File: src/rtl/sev_seg_mux_driver.sv
// Multiplexed seven-segment driver: scans NUM_DIGITS digits at REFRESH_DIV clocks per slot,
// with a shadow/active register pair so every frame is decoded from exactly one load.
module sev_seg_mux_driver #(
  parameter int NUM_DIGITS  = 4,
  parameter int REFRESH_DIV = 50000,
  parameter int HEX_MODE    = 1
) (
  input  logic                    clk,
  input  logic                    rst,
  input  logic [4*NUM_DIGITS-1:0] digits_in,
  input  logic [NUM_DIGITS-1:0]   dp_in,
  input  logic [NUM_DIGITS-1:0]   blank_in,
  input  logic                    lzb_en,
  input  logic                    load,
  output logic [7:1]              sev_seg_leds,
  output logic                    dp_out,
  output logic [NUM_DIGITS-1:0]   an_out,
  output logic                    frame_tick
);

  localparam int PW = (REFRESH_DIV > 1) ? $clog2(REFRESH_DIV) : 1;
  localparam int IW = (NUM_DIGITS > 1) ? $clog2(NUM_DIGITS) : 1;
  localparam int DW = 4 * NUM_DIGITS;
  // Display set layout: {lzb_en, blank, dp, digits}
  localparam int SW = DW + 2 * NUM_DIGITS + 1;
  localparam logic [PW-1:0] PRE_LAST = PW'(REFRESH_DIV - 1);
  localparam logic [IW-1:0] IDX_LAST = IW'(NUM_DIGITS - 1);
  localparam logic [7:1]    SEG_OFF  = 7'b1111111;
  localparam logic [7:1]    SEG_DASH = 7'b0111111;

  function automatic logic [7:1] seg_decode(input logic [3:0] code);
    logic [7:1] seg;
    case (code)
      4'h0:    seg = 7'b1000000;
      4'h1:    seg = 7'b1111001;
      4'h2:    seg = 7'b0100100;
      4'h3:    seg = 7'b0110000;
      4'h4:    seg = 7'b0011001;
      4'h5:    seg = 7'b0010010;
      4'h6:    seg = 7'b0000010;
      4'h7:    seg = 7'b1111000;
      4'h8:    seg = 7'b0000000;
      4'h9:    seg = 7'b0010000;
      4'hA:    seg = (HEX_MODE != 0) ? 7'b0001000 : SEG_DASH;
      4'hB:    seg = (HEX_MODE != 0) ? 7'b0000011 : SEG_DASH;
      4'hC:    seg = (HEX_MODE != 0) ? 7'b1000110 : SEG_DASH;
      4'hD:    seg = (HEX_MODE != 0) ? 7'b0100001 : SEG_DASH;
      4'hE:    seg = (HEX_MODE != 0) ? 7'b0000110 : SEG_DASH;
      4'hF:    seg = (HEX_MODE != 0) ? 7'b0001110 : SEG_DASH;
      default: seg = SEG_DASH;
    endcase
    return seg;
  endfunction

  logic [PW-1:0]         pre_q, pre_d;
  logic [IW-1:0]         idx_q, idx_d;
  logic [SW-1:0]         sh_q, sh_d, act_q, act_d;
  logic [7:1]            seg_q, seg_d;
  logic                  dp_q, dp_d;
  logic [NUM_DIGITS-1:0] an_q, an_d;
  logic                  tick_q;
  logic                  tc_s, frame_s;
  logic [SW-1:0]         in_set_s;
  logic [DW-1:0]         act_dig_s;
  logic [NUM_DIGITS-1:0] act_dp_s, act_blank_s, lz_s;
  logic                  act_lzb_s;
  logic [3:0]            code_s;
  logic                  dp_sel_s, blank_sel_s;

  assign in_set_s    = {lzb_en, blank_in, dp_in, digits_in};
  assign act_dig_s   = act_q[DW-1:0];
  assign act_dp_s    = act_q[DW +: NUM_DIGITS];
  assign act_blank_s = act_q[DW + NUM_DIGITS +: NUM_DIGITS];
  assign act_lzb_s   = act_q[SW-1];

  // Scan timing and shadow/active buffering next-state.
  always_comb begin
    tc_s    = (pre_q == PRE_LAST);
    frame_s = tc_s && (idx_q == IDX_LAST);
    if (tc_s) begin
      pre_d = '0;
      if (idx_q == IDX_LAST) begin
        idx_d = '0;
      end else begin
        idx_d = idx_q + 1'b1;
      end
    end else begin
      pre_d = pre_q + 1'b1;
      idx_d = idx_q;
    end
    if (load) begin
      sh_d = in_set_s;
    end else begin
      sh_d = sh_q;
    end
    // A load landing on the boundary edge bypasses the shadow straight into the active set.
    if (frame_s) begin
      act_d = load ? in_set_s : sh_q;
    end else begin
      act_d = act_q;
    end
  end

  // Digit select, leading-zero mask and segment decode for the next output register value.
  always_comb begin
    logic zero_run;
    zero_run    = act_lzb_s;
    lz_s        = '0;
    code_s      = 4'h0;
    dp_sel_s    = 1'b0;
    blank_sel_s = 1'b0;
    an_d        = '1;
    for (int i = NUM_DIGITS - 1; i >= 0; i--) begin
      zero_run = zero_run && (act_dig_s[4*i +: 4] == 4'h0);
      lz_s[i]  = (i > 0) ? zero_run : 1'b0;
    end
    for (int i = 0; i < NUM_DIGITS; i++) begin
      if (idx_q == IW'(i)) begin
        code_s      = act_dig_s[4*i +: 4];
        dp_sel_s    = act_dp_s[i];
        blank_sel_s = act_blank_s[i] | lz_s[i];
        an_d[i]     = 1'b0;
      end else begin
        an_d[i]     = 1'b1;
      end
    end
    if (blank_sel_s) begin
      seg_d = SEG_OFF;
      dp_d  = 1'b1;
    end else begin
      seg_d = seg_decode(code_s);
      dp_d  = ~dp_sel_s;
    end
  end

  // State and output registers; reset wins over a coincident load.
  always_ff @(posedge clk) begin
    if (rst) begin
      pre_q  <= '0;
      idx_q  <= '0;
      sh_q   <= '0;
      act_q  <= '0;
      seg_q  <= SEG_OFF;
      dp_q   <= 1'b1;
      an_q   <= '1;
      tick_q <= 1'b0;
    end else begin
      pre_q  <= pre_d;
      idx_q  <= idx_d;
      sh_q   <= sh_d;
      act_q  <= act_d;
      seg_q  <= seg_d;
      dp_q   <= dp_d;
      an_q   <= an_d;
      tick_q <= frame_s;
    end
  end

  assign sev_seg_leds = seg_q;
  assign dp_out       = dp_q;
  assign an_out       = an_q;
  assign frame_tick   = tick_q;

endmodule

File: config.mk
export PLATFORM = sky130hd
export DESIGN_NAME = sev_seg_mux_driver
export DESIGN_NICKNAME = d
export VERILOG_FILES = /design/src/rtl/sev_seg_mux_driver.sv
export SDC_FILE = /design/constraint.sdc
export NUM_CORES = 1
export LEC_CHECK = 0
export ABC_AREA = 0
export CORE_MARGIN = 1
export CORE_UTILIZATION = 57
export CTS_CLUSTER_DIAMETER = 80
export CTS_CLUSTER_SIZE = 30
export DETAILED_ROUTE_END_ITERATION = 7
export GPL_ROUTABILITY_DRIVEN = 0
export GPL_TIMING_DRIVEN = 0
export MAX_ROUTING_LAYER = met4
export PLACE_DENSITY = 0.79
export SYNTH_ARGS = -nofsm -noshare
export SYNTH_HDL_FRONTEND = slang
export SYNTH_SLANG_ARGS = --single-unit
export TNS_END_PERCENT = 50
File: constraint.sdc
create_clock -name clk -period 5.22 [get_ports clk]
set_input_delay 1.566 -clock clk [delete_from_list [all_inputs] [get_ports clk]]
set_output_delay 1.566 -clock clk [all_outputs]
set_load 0.02 [all_outputs]
# Word-level counts from Yosys, hierarchy flattened
# Memories as Yosys holds them, arrays and structs flattened. A register that Yosys moved wholly into a read port is not among the register bits.
# Cells that the tools add are included.
# totals
latch_bits	0
out_inout_bits	13
romBits	112
mem_count	1
elab_cells	46
register_bits	74
inputBits	28
ram_bits	0
# classes
n_eq_ne	4
n_reduce_logical	10
bitwise_logic	4
shifts	0
muxes	18
mul	0
n_div	0
addsub	2
n_lt_le_gt_ge	0
# memory_table
memory	words	word_bits	rd	rd_clocked_by_memory_dff	wr	line_no	text
(no name shown)	16	7	1	1	0	33	case (code)
# op_table
cell	count
two-way mux 25 bit	1
adder 16 x 1 -> 16 bit, second input constant	1
equality test 16 bit, second input constant	1
two-way mux 4 bit	4
zero test 4 bit	3
two-way mux 1 bit	12
equality test 2 bit, second input constant	2
logical AND 1 bit	4
OR reduction 2 bit	2
bitwise OR 1 bit	3
adder 2 x 1 -> 2 bit, second input constant	1
equality test 2 x 1 -> 1 bit, second input constant	1
zero test 2 bit	1
two-way mux 2 bit	1
inverter 1 bit	1

# Depth between registers and ports, before layout
# Gate-level depths: netlist (run 1).
# logic_depth
word_depth	9
ltp_mapped	10
depth_no_buf	9

# Worst setup path before layout (run 1)
# No wires, ideal clock.
# synth_path
path_kind	input -> register
startpoint	input port load
endpoint	register act_q[10]
path_slack_ps	2684
stages	5
arrival_ps	2419
t_required_ps	5103
n_path_buf	2
path_cell_list	buf_2 -> buf_2 -> mux2i_1 -> nor2_1 -> o22a_1
# synth_between
elab_chain_len	1
# synth_lines
item	line_no	text
start, declared	14	input logic load,
two-way mux 25 bit	n/a	
end signal, assigned	151	act_q <= act_d;
end, declared	57	logic [SW-1:0] sh_q, sh_d, act_q, act_d;
# Every way passes these cells.
# A chain may end at the register's enable or synchronous reset.

==> results of run 1 <==
## per-layer routing
metal / wire [um] / vias up / part of all wire, % / track usage (%)
met5: 0 / - / 0 / -
met4: 112 / 0 / 1.7 / 10.4
met3: 192 / 10 / 2.9 / 4.02
met2: 3130 / 48 / 47 / 39.1
met1: 3230 / 1223 / 48 / 30.8
li1: - / 1331 / - / -
## state kept, by name (all words and copies together), names as in the netlist
name and cells:
pre_q 16, sh_q 25, an_out 4, dp_out 1, idx_q 2, act_q 25
frame_tick 1, sev_seg_leds 7
## per-stage QoR
stage	std cells	util [%]	instance area [um^2]	total power [mW]	hold WS [ps]
after detailed placement	468	68.9	3890	0.729	457
after global routing	484	73.4	4140	1.32	490
after global placement	468	68.9	3890	0.727	443
after CTS	484	73.4	4140	1.28	476
after floorplan	357	-	3410	0.694	430
final	484	73.4	4140	1.28	469
## how the worst max path moves through the flow
| stage | startpoint | endpoint | slack (ps) | cells past startpoint |
|---|---|---|---|---|
| finish | rst | act_q[14]$_SDFFE_PP0P_ | 2300 | 6 |
| global route | rst | act_q[14]$_SDFFE_PP0P_ | 2120 | 6 |
| CTS | rst | act_q[14]$_SDFFE_PP0P_ | 2280 | 6 |
| detailed placement | rst | act_q[12]$_SDFFE_PP0P_ | 1920 | 6 |
| global placement | rst | act_q[14]$_SDFFE_PP0P_ | 1930 | 6 |
| floorplan | load | act_q[10]$_SDFFE_PP0P_ | 2680 | 5 |
## worst max-delay path, cell delays in order
cell             delay [ps]
clkdlybuf4s50_1         480
clkbuf_1                370
clkbuf_1                430
nor2_1                  130
nand2_1                 110
o31ai_1                  70
## area by class of cell
| cell class | count | area, um^2 | area share [%] |
|---|---|---|---|
| Clock inverter | 6 | 114 | 2.75 |
| Timing Repair Buffer | 39 | 390 | 9.43 |
| Sequential cell | 81 | 1620 | 39.2 |
| Clock buffer | 10 | 138 | 3.33 |
| Tap cell | 72 | 90.1 | 2.18 |
| Inverter | 13 | 48.8 | 1.18 |
| Multi-Input combinational cell | 241 | 1620 | 39.1 |
| Buffer | 22 | 119 | 2.87 |
## cells in the final DEF (no fill, tap or decap), drive strengths merged
| master | n |
|---|---|
| nor4bb | 1 |
| inv | 14 |
| nand4 | 4 |
| ha | 11 |
| and4b | 1 |
| bufinv | 3 |
| and3 | 3 |
| clkdlybuf4s50 | 39 |
| nand3b | 5 |
| o31ai | 5 |
| nor3 | 5 |
| a21oi | 5 |
| xor2 | 8 |
| a211oi | 6 |
| o211a | 1 |
| and2 | 2 |
| or3 | 1 |
| dfxtp | 81 |
| xnor2 | 5 |
| mux2i | 27 |
| or3b | 1 |
| nor4 | 3 |
| nand3 | 11 |
| nand2b | 15 |
| a221o | 3 |
| buf | 16 |
| a221oi | 3 |
| nor2 | 52 |
| nor3b | 4 |
| o22a | 12 |
| nor2b | 1 |
| and4 | 1 |
| nand2 | 25 |
| clkinvlp | 2 |
| o21ai | 15 |
| o311ai | 1 |
| clkbuf | 16 |
| o211ai | 4 |
## cell usage after synthesis (5+ instances only)
cell,number,share of area (%)
dfxtp_1,81,48
nor2_1,51,5.6
mux2i_1,27,7.9
nand2_1,25,2.8
nand2b_1,15,2.8
buf_2,13,1.9
inv_1,13,1.4
o21ai_0,12,1.8
o22a_1,12,3.1
ha_1,11,4.0
nand3_1,11,1.6
xor2_1,8,2.1
a211oi_1,6,1.3
a21oi_1,5,0.73
clkbuf_1,5,0.55
nand3b_1,5,1.1
nor3_1,5,0.73
o31ai_1,5,1.1
xnor2_1,5,1.3
## kinds of logic (layout without fill, tap and decap cells)
logic type,count (synthesis),in the layout
adder cells (fa/ha/maj),11,11
buffers and inverters,35,90
XOR/XNOR,13,13
multiplexers,27,27
AND/OR/NAND/NOR,135,135
AO/OA/AOI/OAI,55,55
flip-flops,81,81
## power by group through the flow
stage / clock (mW) / combinational [mW] / sequential, mW
2_1_floorplan: 0 / 0.0377 / 0.656
3_3_place_gp: 0 / 0.0745 / 0.653
3_5_place_dp: 0 / 0.0757 / 0.653
4_1_cts: 0.570 / 0.0762 / 0.638
5_1_grt: 0.599 / 0.0831 / 0.640
6_report: 0.565 / 0.0751 / 0.638
==> impl_metrics.ini, run 1 <==
[outcome]
status = finished clean

[drt]
wire_per_inst_um = 13.8
antenna_left = 0
drc_errors = 0
firstDrtPassIters = 4
finalWirelength_um = 6670
vias = 2612
vias_per_cell = 5.40
drtIter0Drc = 114

[synth]
synth_top_family_by_area = simple AND/OR/NAND/NOR gates
synthSimpleGateAreaFrac_pct = 19.8
synthFlopType = dfxtp_1
muxShareOfSynthArea_pct = 7.93
yosysWarnings = 0
syn_area_um2 = 3410
synth-edff-count = 0
synthAdderAreaFrac_pct = 4.04
yosys.area_share.xor_xnor_pct = 3.34
syn_inst = 357
synth_nets = 396
ys_seq_area_share_pct = 47.6
yosysUniqueCellTypes = 44
postSynth.asyncResetShare_pct = 0
ys_ff_latch = 81
synth_compound_area_share_pct = 12.4
avgSynthCellArea_um2 = 9.54

[worst_hold_path]
worstHoldStart = pre_q[0]$_SDFF_PP0_
whs_path_depth = 1
hold_class = register to register
hold-path-endpoint = pre_q[0]$_SDFF_PP0_

[placed_design]
portBuffers = 39
preCtsSetupSlack_ps = 1920
hpwl_um = 4680

[sta]
hold_viol = 0
finalCritPeriodShare_pct = 56.0
fin_worst_skew_ps = 11.5
fin_ws_ps = 2300
final.setup.tns_ps = 0
fmax_mhz = 342
rsz0062_at_grt = no
worst_pin_slew_ps = 535
min_period_ps = 2920
slew_violations = 0
finalSetupViolations = 0
relSlewSlack_pct = 64.3

[cts]
cts_sinks = 81
cts-root-buf = clkbuf_8
clock_path_buffers = 2
postCtsSetupBuffers = 0
clkTransAtPathRegs_ps = 80
cts_buffers = 9
postCtsHoldBufs = 0
cts_tree = yes
htree_num_levels = 3
clk_latency_ps = 350
ctsResizeCount = 0

[setup_path]
cp_max_fo = 10
r2r_end = sev_seg_leds[1]$_SDFF_PP1_
required_ps = 5450
worstSetupPathType = primary input to register
r2r-start = idx_q[0]$_SDFFE_PP0N_
cp-end-kind = register
rrSetupSlack_ps = 2590
crit_arrival_ps = 3150
r2r_cells = 9
worstSetupStartpointType = primary input

[finish]
fillers = 429
nNetsFinal = 446
final_layout_size_suffix_gt1_share_pct = 9.71
antenna_cells = 0
area_growth_pct = 21.5

[power]
p_switching_mw = 0.272
p_sw_share_pct = 21.3
clockPowerShare_pct = 44.2
p_int_mw = 1.01
p_per_area_nw_per_um2 = 309
p_comb_share_pct = 5.9
seq_power_share_pct = 49.9
leakagePower_nw = 1.71
ir_worst_vdd_mv = 0.204

[die]
die-area_um2 = 6290
start_util_pct = 60.4
core_area_um2 = 5640
die_w_um = 79.3
io_pins = 41
rows = 27
fp.dieH_um = 79.3

[global_routing]
grt_start_max_net_pins = 15
antenna_found_initial = 0
grt_pass1_wl_um = 11500
grt-ovfl-total = 0
grt_pass1_vias = 2439
grtUsageTotal_pct = 24.5

[job]
max_cap_viol_count = 0
(Power assumes the default switching activity.)
==> run 2, diff against run 1 <==
--- a/config.mk
+++ b/config.mk
@@ -7,14 +7,14 @@
 export LEC_CHECK = 0
 export ABC_AREA = 0
 export CORE_MARGIN = 1
-export CORE_UTILIZATION = 57
+export CORE_UTILIZATION = 50
 export CTS_CLUSTER_DIAMETER = 80
 export CTS_CLUSTER_SIZE = 30
 export DETAILED_ROUTE_END_ITERATION = 7
 export GPL_ROUTABILITY_DRIVEN = 0
 export GPL_TIMING_DRIVEN = 0
 export MAX_ROUTING_LAYER = met4
-export PLACE_DENSITY = 0.79
+export PLACE_DENSITY = 0.74
 export SYNTH_ARGS = -nofsm -noshare
 export SYNTH_HDL_FRONTEND = slang
 export SYNTH_SLANG_ARGS = --single-unit
==> constraint.sdc (replaced) <==
create_clock -name clk -period 2.6 [get_ports clk]
set_input_delay 0.78 -clock clk [delete_from_list [all_inputs] [get_ports clk]]
set_output_delay 0.78 -clock clk [all_outputs]
set_load 0.02 [all_outputs]
==> run 2 against run 1 <==
Net effect: the flow now finishes with violations (DRC); combinational power increased by 100%; total power increased by 78%; hold slack improved by 1.5 ps; die area increased by 14%; sequential cell count unchanged; non-clock buffer count increased by 2; global-route usage decreased by 4.5 points; routed wire length decreased by 1.6%; sequential share of layout area increased by 0.47 points; critical path type is now register to register; largest cell class unchanged; highest routed layer unchanged.
==> impl_metrics.ini, run 2 (synthesis results as in run 1) <==
[outcome]
status = finished, violations left
violations = DRC

[sta]
final.setup.tns_ps = 0
finalCritPeriodShare_pct = 89.5
min_period_ps = 2330
hold_viol = 0
hold_ws_ps = 471
slew_violations = 0
worst_pin_slew_ps = 490
finalSetupViolations = 0
fmax_mhz = 430
relSlewSlack_pct = 67.1
fin_worst_skew_ps = 5.80
rsz0062_at_grt = no
fin_ws_ps = 272

[cts]
ctsResizeCount = 0
htree_num_levels = 3
cts-root-buf = clkbuf_8
clock_path_buffers = 2
cts_sinks = 81
cts_tree = yes
cts_buffers = 9
clk_latency_ps = 340
clkTransAtPathRegs_ps = 80

[setup_path]
r2r_cells = 10
crit_chain = ha_1 -> buf_2 -> buf_2 -> a211oi_1 -> a221oi_2 -> buf_4 -> inv_1 -> ha_1 -> o211a_1 -> o21ai_1
required_ps = 2880
worstSetupPathType = register to register
cp-end-kind = register
r2r-start = idx_q[0]$_SDFFE_PP0N_
critPathTopFamily = buffers and inverters
max_stage_delay_ps = 410
crit_arrival_ps = 2610
rrSetupSlack_ps = 270
r2r_end = sev_seg_leds[4]$_SDFF_PP1_
critical_path_buf_inv_count = 4
cp_max_fo = 10
critPathSlowestCell = dfxtp_1
worstSetupStartpointType = register

[drt]
drtIter0Drc = 151
firstDrtPassIters = 6
vias_per_cell = 5.32
vias = 2608
wire_per_inst_um = 13.4
drc_errors = 15
finalWirelength_um = 6570
antenna_left = 0

[placed_design]
placed_cell_area_um2 = 3890
hpwl_um = 4800
portBuffers = 39
preCtsSetupSlack_ps = 39.2

[die]
rows = 29
start_util_pct = 52.8
die-area_um2 = 7150
fp.dieH_um = 84.5
core_area_um2 = 6460
die_w_um = 84.5
io_pins = 41

[job]
max_cap_viol_count = 0

[finish]
final_cell_mix = 81 x dfxtp_1, 51 x nor2_1, 39 x clkdlybuf4s50_1
antenna_cells = 0
design_area_um2 = 4090
area_growth_pct = 20.1
layout_commonest_cell = dfxtp_1
final_layout_size_suffix_gt1_share_pct = 9.69
reg.largest.list = act_q (25), sh_q (25), pre_q (16)
nNetsFinal = 448

[global_routing]
antenna_found_initial = 0
grt_pass1_vias = 2400
grt-ovfl-total = 0
grt_start_max_net_pins = 13
grtUsageTotal_pct = 20.0
grt_pass1_wl_um = 10900

[worst_hold_path]
worstHoldStart = pre_q[0]$_SDFF_PP0_
hold_class = register to register
whs_path_depth = 1
hold-path-endpoint = pre_q[0]$_SDFF_PP0_

[power]
ir_worst_vdd_mv = 0.346
p_per_area_nw_per_um2 = 556
leakagePower_nw = 1.69
run 2: cell count changes in the layout (fill, tap and decap cells not counted):
| cell | change |
|---|---|
| clkbuf_1 | +1 |
| inv_6 | -1 |
| buf_4 | +2 |
| bufinv_16 | -3 |
| clkinv_2 | +1 |
| clkinvlp_4 | -1 |
| clkbuf_8 | +2 |
run 2: where the power goes:
| group | internal (mW) | switching (mW) |
|---|---|---|
| Clock | 0.419 | 0.421 |
| Sequential | 1.27 | 0.00996 |
| Combinational | 0.0821 | 0.0699 |
| Total | 1.77 | 0.501 |
run 2: worst max-delay path by stage:
stage / slack [ps] / startpoint / cells after the start / end
finish: 270 / idx_q[0]$_SDFFE_PP0N_ / 10 / sev_seg_leds[4]$_SDFF_PP1_
global route: 60 / idx_q[0]$_SDFFE_PP0N_ / 9 / sev_seg_leds[4]$_SDFF_PP1_
CTS: 20 / idx_q[0]$_SDFFE_PP0N_ / 9 / sev_seg_leds[4]$_SDFF_PP1_
detailed placement: 40 / idx_q[0]$_SDFFE_PP0N_ / 9 / sev_seg_leds[4]$_SDFF_PP1_
global placement: 80 / idx_q[0]$_SDFFE_PP0N_ / 9 / sev_seg_leds[4]$_SDFF_PP1_
floorplan: 370 / idx_q[0]$_SDFFE_PP0N_ / 9 / sev_seg_leds[4]$_SDFF_PP1_
run 2: final cells by class:
class,instances,area (um^2)
Buffer,22,119
Clock buffer,13,169
Clock inverter,2,12.5
Fill cell,567,2370
Inverter,13,48.8
Multi-Input combinational cell,241,1620
Sequential cell,81,1620
Tap cell,77,96.3
Timing Repair Buffer,41,405
run 2: per-stage QoR:
step	power, mW	util, %	std cells
2_1_floorplan	1.39	-	357
3_3_place_gp	1.46	60.3	473
3_5_place_dp	1.46	60.3	473
4_1_cts	2.29	63.1	488
5_1_grt	2.36	63.3	490
6_report	2.27	63.3	490
run 2: metal layers:
| layer | part of all wire (%) | routed length, um | up-vias | track usage [%] |
|---|---|---|---|---|
| met5 | 0 | 0 | - | - |
| met4 | 2.1 | 137 | 0 | 9.24 |
| met1 | 48 | 3180 | 1208 | 24.5 |
| met2 | 46 | 3000 | 51 | 31.9 |
| met3 | 3.8 | 251 | 14 | 4.03 |
| li1 | - | - | 1335 | - |
run 2: timing repair:
item                       4_1_cts  5_1_grt
buffers inserted                 0        2
setup endpoints to repair        0        5
hold buffers                     0        0
